[src/rtl/wifire_rx_bank_ctrl_pkg.sv]
// Shared types and constants for the wifire receive-side MSDU bank controller.
// Bank states, writer FSM encodings and settings-bus offsets live here.
package wifire_rx_bank_ctrl_pkg;

  localparam int unsigned NBANK  = 2;
  localparam int unsigned LEN_W  = 7;
  localparam int unsigned ADDR_W = 8;
  localparam int unsigned DATA_W = 32;
  localparam int unsigned CNT_W  = 16;

  localparam logic [1:0] BANK_FREE  = 2'd0;
  localparam logic [1:0] BANK_FILL  = 2'd1;
  localparam logic [1:0] BANK_READY = 2'd2;

  localparam logic [1:0] ST_IDLE = 2'd0;
  localparam logic [1:0] ST_RECV = 2'd1;
  localparam logic [1:0] ST_DROP = 2'd2;

  localparam logic [ADDR_W-1:0] OFF_RELEASE    = 8'd0;
  localparam logic [ADDR_W-1:0] OFF_CLEAR_DROP = 8'd1;

  typedef struct packed {
    logic [1:0]       state;
    logic [LEN_W-1:0] len;
  } bank_info_t;

endpackage

[src/rtl/wifire_rx_bank_ctrl_if.sv]
// Settings bus, decoder write path and host-side status of the MSDU bank controller.
// The controller connects through the slave modport; its driver uses master.
interface wifire_rx_bank_ctrl_if;
  import wifire_rx_bank_ctrl_pkg::*;

  logic              set_stb;
  logic [ADDR_W-1:0] set_addr;
  logic [DATA_W-1:0] set_data;
  logic              rcv_sfd_i;
  logic              rcv_running_i;
  logic              frame_done_i;
  logic [LEN_W-1:0]  len_i;
  logic              msdu_stb_i;
  logic [ADDR_W-1:0] msdu_pos_i;
  logic              wr_en_o;
  logic [ADDR_W-1:0] wr_addr_o;
  logic              rd_bank_o;
  logic [LEN_W-1:0]  frame_len_o;
  logic [2*NBANK-1:0] bank_state_o;
  logic              irq_frame_o;
  logic [CNT_W-1:0]  drop_cnt_o;

  modport master (
    output set_stb, set_addr, set_data, rcv_sfd_i, rcv_running_i,
           frame_done_i, len_i, msdu_stb_i, msdu_pos_i,
    input  wr_en_o, wr_addr_o, rd_bank_o, frame_len_o, bank_state_o,
           irq_frame_o, drop_cnt_o
  );

  modport slave (
    input  set_stb, set_addr, set_data, rcv_sfd_i, rcv_running_i,
           frame_done_i, len_i, msdu_stb_i, msdu_pos_i,
    output wr_en_o, wr_addr_o, rd_bank_o, frame_len_o, bank_state_o,
           irq_frame_o, drop_cnt_o
  );

endinterface

[src/rtl/wifire_rx_bank_ctrl_bank_slot.sv]
// One MSDU buffer bank: FREE/FILL/READY state plus the frame length latched at done.
// Allocation outranks abort/release so a bank freed this cycle can be refilled at once.
module wifire_rx_bank_ctrl_bank_slot
  import wifire_rx_bank_ctrl_pkg::*;
(
  input  logic             dsp_clk,
  input  logic             reset,
  input  logic             alloc,
  input  logic             done,
  input  logic             abort,
  input  logic             rel,
  input  logic [LEN_W-1:0] len_i,
  output bank_info_t       info
);

  always_ff @(posedge dsp_clk or posedge reset) begin
    if (reset) begin
      info <= '0;
    end else if (alloc) begin
      info.state <= BANK_FILL;
    end else if (done) begin
      info.state <= BANK_READY;
      info.len   <= len_i;
    end else if (abort || rel) begin
      info.state <= BANK_FREE;
    end
  end

endmodule

[src/rtl/wifire_rx_bank_ctrl.sv]
// Ping-pong MSDU buffer controller: assigns a free bank per frame at SFD, gates decoder
// writes into it, hands completed banks to the host oldest-first and counts dropped frames.
module wifire_rx_bank_ctrl
  import wifire_rx_bank_ctrl_pkg::*;
#(
  parameter logic [ADDR_W-1:0] BASE = 8'd0
) (
  input logic dsp_clk,
  input logic reset,
  wifire_rx_bank_ctrl_if.slave bus
);

  bank_info_t       info [NBANK];
  logic [NBANK-1:0] is_ready;
  logic [NBANK-1:0] avail;
  logic [NBANK-1:0] alloc_vec;
  logic [NBANK-1:0] done_vec;
  logic [NBANK-1:0] abort_vec;
  logic [NBANK-1:0] rel_vec;
  logic [1:0]       fsm_q, fsm_d;
  logic             wr_bank_q, wr_bank_d;
  logic             oldest_q, oldest_d;
  logic             other_bank;
  logic             run_q;
  logic             run_fall;
  logic             rd_bank_c;
  logic             rel_cmd;
  logic             clr_cmd;
  logic             drop;
  logic             rd_bank_q;
  logic             irq_q;
  logic [LEN_W-1:0] frame_len_q;
  logic [CNT_W-1:0] drop_cnt_q;
  logic             unused_ok;

  for (genvar g = 0; g < NBANK; g++) begin : g_slot
    assign is_ready[g] = (info[g].state == BANK_READY);
    wifire_rx_bank_ctrl_bank_slot u_slot (
      .dsp_clk (dsp_clk),
      .reset   (reset),
      .alloc   (alloc_vec[g]),
      .done    (done_vec[g]),
      .abort   (abort_vec[g]),
      .rel     (rel_vec[g]),
      .len_i   (bus.len_i),
      .info    (info[g])
    );
  end

  // Oldest READY bank; a lone READY bank wins regardless of the pointer.
  always_comb begin
    rd_bank_c = 1'b0;
    if (&is_ready)        rd_bank_c = oldest_q;
    else if (is_ready[1]) rd_bank_c = 1'b1;
  end

  assign rel_cmd    = bus.set_stb && (bus.set_addr == 8'(BASE + OFF_RELEASE)) && (|is_ready);
  assign clr_cmd    = bus.set_stb && (bus.set_addr == 8'(BASE + OFF_CLEAR_DROP));
  assign rel_vec[0] = rel_cmd && !rd_bank_c;
  assign rel_vec[1] = rel_cmd && rd_bank_c;
  assign run_fall   = run_q && !bus.rcv_running_i;
  assign other_bank = ~wr_bank_q;

  // Writer FSM next state and per-bank commands.
  always_comb begin
    fsm_d     = fsm_q;
    wr_bank_d = wr_bank_q;
    oldest_d  = oldest_q;
    alloc_vec = '0;
    done_vec  = '0;
    abort_vec = '0;
    avail     = '0;
    drop      = 1'b0;
    for (int i = 0; i < NBANK; i++) begin
      avail[i] = (info[i].state != BANK_READY) || rel_vec[i];
    end
    if (rel_cmd) oldest_d = ~rd_bank_c;
    if (bus.rcv_sfd_i) begin
      for (int i = 0; i < NBANK; i++) begin
        abort_vec[i] = (info[i].state == BANK_FILL);
      end
      if (avail[0]) begin
        alloc_vec[0] = 1'b1;
        wr_bank_d    = 1'b0;
        fsm_d        = ST_RECV;
      end else if (avail[1]) begin
        alloc_vec[1] = 1'b1;
        wr_bank_d    = 1'b1;
        fsm_d        = ST_RECV;
      end else begin
        drop  = 1'b1;
        fsm_d = ST_DROP;
      end
    end else begin
      case (fsm_q)
        ST_RECV: begin
          if (bus.frame_done_i) begin
            done_vec[wr_bank_q] = 1'b1;
            fsm_d               = ST_IDLE;
            if (!(is_ready[other_bank] && !rel_vec[other_bank])) oldest_d = wr_bank_q;
          end else if (run_fall) begin
            abort_vec[wr_bank_q] = 1'b1;
            fsm_d                = ST_IDLE;
          end
        end
        ST_DROP: begin
          if (bus.frame_done_i || run_fall) fsm_d = ST_IDLE;
        end
        ST_IDLE: fsm_d = ST_IDLE;
        default: fsm_d = ST_IDLE;
      endcase
    end
  end

  always_ff @(posedge dsp_clk or posedge reset) begin
    if (reset) begin
      fsm_q       <= ST_IDLE;
      wr_bank_q   <= 1'b0;
      oldest_q    <= 1'b0;
      run_q       <= 1'b0;
      rd_bank_q   <= 1'b0;
      irq_q       <= 1'b0;
      frame_len_q <= '0;
      drop_cnt_q  <= '0;
    end else begin
      fsm_q       <= fsm_d;
      wr_bank_q   <= wr_bank_d;
      oldest_q    <= oldest_d;
      run_q       <= bus.rcv_running_i;
      rd_bank_q   <= rd_bank_c;
      irq_q       <= |is_ready;
      frame_len_q <= info[rd_bank_c].len;
      if (clr_cmd) begin
        drop_cnt_q <= drop ? CNT_W'(1) : '0;
      end else if (drop && (drop_cnt_q != '1)) begin
        drop_cnt_q <= drop_cnt_q + CNT_W'(1);
      end
    end
  end

  // Write path is combinational so decoder bytes land in RAM with no added latency.
  assign bus.wr_en_o      = (fsm_q == ST_RECV) && bus.msdu_stb_i;
  assign bus.wr_addr_o    = (fsm_q == ST_RECV) ? {wr_bank_q, bus.msdu_pos_i[LEN_W-1:0]} : '0;
  assign bus.rd_bank_o    = rd_bank_q;
  assign bus.frame_len_o  = frame_len_q;
  assign bus.bank_state_o = {info[1].state, info[0].state};
  assign bus.irq_frame_o  = irq_q;
  assign bus.drop_cnt_o   = drop_cnt_q;

  assign unused_ok = ^{bus.set_data, bus.msdu_pos_i[ADDR_W-1]};

endmodule

[src/flat_wrapper.sv]
// flat-port wrapper written by rule: the top's interface ports become plain ports
module wifire_rx_bank_ctrl_flat import wifire_rx_bank_ctrl_pkg::*;
#(
  parameter logic [ADDR_W-1:0] BASE = 8'd0
)
  (dsp_clk, reset, bus_set_stb, bus_set_addr, bus_set_data, bus_rcv_sfd_i, bus_rcv_running_i, bus_frame_done_i, bus_len_i, bus_msdu_stb_i, bus_msdu_pos_i, bus_wr_en_o, bus_wr_addr_o, bus_rd_bank_o, bus_frame_len_o, bus_bank_state_o, bus_irq_frame_o, bus_drop_cnt_o);
  wifire_rx_bank_ctrl_if bus_i ();
  input logic dsp_clk;
  input logic reset;
  input wire logic [$bits(bus_i.set_stb)-1:0] bus_set_stb;
  input wire logic [$bits(bus_i.set_addr)-1:0] bus_set_addr;
  input wire logic [$bits(bus_i.set_data)-1:0] bus_set_data;
  input wire logic [$bits(bus_i.rcv_sfd_i)-1:0] bus_rcv_sfd_i;
  input wire logic [$bits(bus_i.rcv_running_i)-1:0] bus_rcv_running_i;
  input wire logic [$bits(bus_i.frame_done_i)-1:0] bus_frame_done_i;
  input wire logic [$bits(bus_i.len_i)-1:0] bus_len_i;
  input wire logic [$bits(bus_i.msdu_stb_i)-1:0] bus_msdu_stb_i;
  input wire logic [$bits(bus_i.msdu_pos_i)-1:0] bus_msdu_pos_i;
  output wire logic [$bits(bus_i.wr_en_o)-1:0] bus_wr_en_o;
  output wire logic [$bits(bus_i.wr_addr_o)-1:0] bus_wr_addr_o;
  output wire logic [$bits(bus_i.rd_bank_o)-1:0] bus_rd_bank_o;
  output wire logic [$bits(bus_i.frame_len_o)-1:0] bus_frame_len_o;
  output wire logic [$bits(bus_i.bank_state_o)-1:0] bus_bank_state_o;
  output wire logic [$bits(bus_i.irq_frame_o)-1:0] bus_irq_frame_o;
  output wire logic [$bits(bus_i.drop_cnt_o)-1:0] bus_drop_cnt_o;
  assign bus_i.set_stb = bus_set_stb;
  assign bus_i.set_addr = bus_set_addr;
  assign bus_i.set_data = bus_set_data;
  assign bus_i.rcv_sfd_i = bus_rcv_sfd_i;
  assign bus_i.rcv_running_i = bus_rcv_running_i;
  assign bus_i.frame_done_i = bus_frame_done_i;
  assign bus_i.len_i = bus_len_i;
  assign bus_i.msdu_stb_i = bus_msdu_stb_i;
  assign bus_i.msdu_pos_i = bus_msdu_pos_i;
  assign bus_wr_en_o = bus_i.wr_en_o;
  assign bus_wr_addr_o = bus_i.wr_addr_o;
  assign bus_rd_bank_o = bus_i.rd_bank_o;
  assign bus_frame_len_o = bus_i.frame_len_o;
  assign bus_bank_state_o = bus_i.bank_state_o;
  assign bus_irq_frame_o = bus_i.irq_frame_o;
  assign bus_drop_cnt_o = bus_i.drop_cnt_o;
  wifire_rx_bank_ctrl #(.BASE(BASE)) u_core (.dsp_clk(dsp_clk), .reset(reset), .bus(bus_i));
endmodule
[config.mk]
export PLATFORM = sky130hd
export DESIGN_NAME = wifire_rx_bank_ctrl_flat
export DESIGN_NICKNAME = d
export VERILOG_FILES = /design/src/rtl/wifire_rx_bank_ctrl_pkg.sv /design/src/rtl/wifire_rx_bank_ctrl_if.sv /design/src/rtl/wifire_rx_bank_ctrl_bank_slot.sv /design/src/rtl/wifire_rx_bank_ctrl.sv /design/src/flat_wrapper.sv
export SDC_FILE = /design/constraint.sdc
export NUM_CORES = 1
export LEC_CHECK = 0
export CAP_MARGIN = 0
export CORE_UTILIZATION = 25
export DETAILED_ROUTE_END_ITERATION = 7
export DONT_BUFFER_PORTS = 1
export PLACE_DENSITY_LB_ADDON = 0.12
export SETUP_SLACK_MARGIN = 0.4
export SYNTH_ARGS = -nofsm -noshare
export SYNTH_HDL_FRONTEND = slang
export SYNTH_SLANG_ARGS = --single-unit
[constraint.sdc]
create_clock -name dsp_clk -period 2.4 [get_ports dsp_clk]
set_input_delay 0.24 -clock dsp_clk [delete_from_list [all_inputs] [get_ports dsp_clk]]
set_output_delay 0.24 -clock dsp_clk [all_outputs]
set_load 0.05 [all_outputs]
==> summary.md <==
| Metric | Value |
|---|---|
| Area leader, netlist | dfrtp_1 |
| Number of global-route vias before repair | 1861 |
| Routed wire length | 6220 um |
| Worst EP required | ~2600 ps |
| Top_reg_cell synth | dfrtp_1 |
| Clock net sink count | 48 |
| Final period utilization | 0.794 |
| Routability cong. | 0.700 |
| Sequential element share of the synthesized area | 0.481 |
| Register bit total from synthesis | 48 |
| Rows | 36 |
| Largest net degree at the start of global routing | 27 |
| Setup TNS Final | 0 ps |
| H-tree levels | 2 |
| Top-count cell post-synth | dfrtp_1 |
| Final HPWL DP | about 4500 um |
| Yosys cell types | 53 |
| Area share of the leading cell type in the synthesized netlist | 0.481 |
| CTS tree | built |
| Post-synth EDFFs | 0 |
| Ratio of cells with drive above 1 in the final layout | 0.352 |
| Core box area | between 9000 and 10000 um2 |
| Antenna Violating Nets Remaining | 0 |
| Worst-case vdd ir drop | 0.442 mV |
| Synth Warn # | 0 |
| Initial Util | 0.257 |
| Maxcap violations | 0 |
| PD cells | just over 800 nW/um2 |
| Cells after synthesis | 223 |
| Clock Skews | 9.85 ps |
| Fraction of registers with async set/reset | 1.00 |
| Via count | 1897 |
| Mapped Area | ~2500 um2 |
| Fill cells | 1040 |
| RSZ-0062 raised after global routing | no |
| IO buf count | 0 |
| CP Cell Sequence | ha_1, nand3_2, nor4_2, buf_4, or4_2, a21oi_1 |
| Slew Limit Headroom | 0.557 |
| Clock period minus worst slack | 1900 ps |
| CP peak stage delay | 610 ps |
| Longest Clk Path Bufs | 2 |
| ANT cells | 0 |
| Critical path arrival | 2150 ps |
| Slew Limit Fails | 0 |
| Synthesized area per cell | 11.2 um2 |
| Finish-stage setup viols | 0 |
| Drt via density | 4.95 |
| Pleak | 0.00127 uW |
| Highest Clock Rate | 525 MHz |
| Worst path slowest cell | or4_2 |
| DRC viols | 0 |
| Syn-to-layout area delta | 18.1% |
| Nets | 312 |
| First-pass GRT wire length | 9760 um |
| Routed length per instance | roughly 16 um |
| CTS Buf Count | 5 |
| Pwr Total | between 2000 and 2500 uW |
| Initial antenna violation count | 0 |
| Slew at the pin closest to its max-slew limit | 655 ps |
| Die W | 102 um |
| Worst-path clk slew | around 100 ps |
| Post-CTS setup buffer count | 0 |
| CP Class | reg -> reg |
| Worst skew pair latency | 310 ps |
| Critical-path maximum fanout | 13 |
| Initial drt markers | 51 |
| Commonest cells in the netlist | dfrtp_1, mux2_2, nand2_1 |
| Die height | 102 um |
| Hold WC Path Type | in -> reg |
| 1st-pass router iterations | 4 |
| Syn Nets | 286 |
| Largest cells by area after synthesis | dfrtp_1, mux2_2, o31ai_1 |
| Die ar. | between 10000 and 15000 um2 |
| Status | finished clean |
| Critical Path Sink Type | flop |
| Final hold vios | 0 |
| IO Count | 100 |
| CP Launch Type | flop |
| Root Buffer | clkbuf_8 |
| Gr usage total | 0.126 |
| Overflow after GRT | 0 |
sequential cells by signal, summed over array words and instances, names as in the netlist:
register                   flops
u_core.run_q                   1
u_core.g_slot.u_slot.info     18
u_core.bus.drop_cnt_o         16
u_core.bus.rd_bank_o           1
u_core.oldest_q                1
u_core.bus.frame_len_o         7
u_core.wr_bank_q               1
u_core.bus.irq_frame_o         1
u_core.fsm_q                   2
what timing repair did:
| item | 4_1_cts | 5_1_grt |
|---|---|---|
| gates resized for setup | 0 | 13 |
| setup endpoints to repair | 0 | 22 |
| endpoints found under the hold margin | 23 | 0 |
| hold buffers | 2 | 0 |
cells by family (layout without fill, tap and decap cells):
group / after synthesis / in the layout / share of synthesized area
mux: 26 / 26 / 0.115
simple gates: 92 / 92 / 0.231
compound gates: 41 / 41 / 0.121
buf+inv: 15 / 42 / 0.0471
fa+ha+maj: 1 / 1 / 0.00501
flops: 48 / 48 / 0.481
layer usage:
layer | track usage | wire, um
met2 | 0.201 | 2850
met1 | 0.162 | 2850
met4 | 0.0429 | 79
met3 | 0.0376 | 437
met5 | 0 | 0
per-stage QoR:
step | setup slack (ps) | hold slack (ps) | std cells | cell area [um2] | utilization
CTS | 438 | 52.1 | 383 | 2930 | 0.301
global placement | 433 | 217 | 373 | 2790 | 0.287
global route | 409 | 48.6 | 383 | 2950 | 0.303
detailed placement | 451 | 215 | 373 | 2790 | 0.287
floorplan | 432 | 271 | 223 | 2500 | -
finish | 495 | 62.2 | 383 | 2950 | 0.303
cell usage in the layout (no fill, tap or decap), types with 3 or more instances in the layout:
cell,Yosys,layout
nor2_1,4,4
dfrtp_2,0,3
o21ai_0,3,3
mux2i_1,5,5
nand2b_1,6,6
nand4_1,6,6
or4_1,6,6
or4_2,5,5
and3_1,6,6
buf_4,7,27
nand3_1,13,12
o31ai_1,9,9
a21oi_1,12,12
nand2_1,15,14
clkbuf_8,1,5
and2_2,0,9
mux2_2,21,21
dfrtp_1,48,45
nor4_1,4,4
final timing paths:
kind | start | end | slack, ps | cells past startpoint
max | u_core.bus.drop_cnt_o[0] | u_core.bus.drop_cnt_o[4] | 500 | 6
min | bus_rcv_sfd_i | u_core.g_slot[0].u_slot.info[7] | 60 | 1
max reg2reg | u_core.bus.drop_cnt_o[0] | u_core.bus.drop_cnt_o[4] | 500 | 6
min reg2reg | u_core.g_slot[0].u_slot.info[6] | u_core.g_slot[0].u_slot.info[6] | 510 | 1
max in group asynchronous | reset | u_core.g_slot[0].u_slot.info[7] | 1410 | 3
min in group asynchronous | reset | u_core.bus.frame_len_o[2] | 420 | 2
layout make-up:
type                            instances  area (um2)  area share
Sequential cell                        48        1200       0.408
Multi-Input combinational cell        160        1200       0.406
Timing Repair Buffer                   31         254      0.0861
Tap cell                              133         166      0.0564
Clock buffer                            5        68.8      0.0233
Clock inverter                          3        47.5      0.0161
Inverter                                3        11.3     0.00382
worst max-delay path: cells and delay by family, from the launching register on:
family                   cells  cell delay, ps
adder cells (fa/ha/maj)      1             280
AO/OA/AOI/OAI                1             170
flip-flops                   1             410
buffers and inverters        1             180
AND/OR/NAND/NOR              3             800
where the power goes:
part | internal (uW) | leakage, uW | total, uW | switching (uW)
Sequential | 964 | 0.000619 | 1270 | 307
Combinational | 207 | 0.000592 | 502 | 295
Clock | 314 | 0.0000583 | 621 | 306
Power figures use the tool's default switching activity.
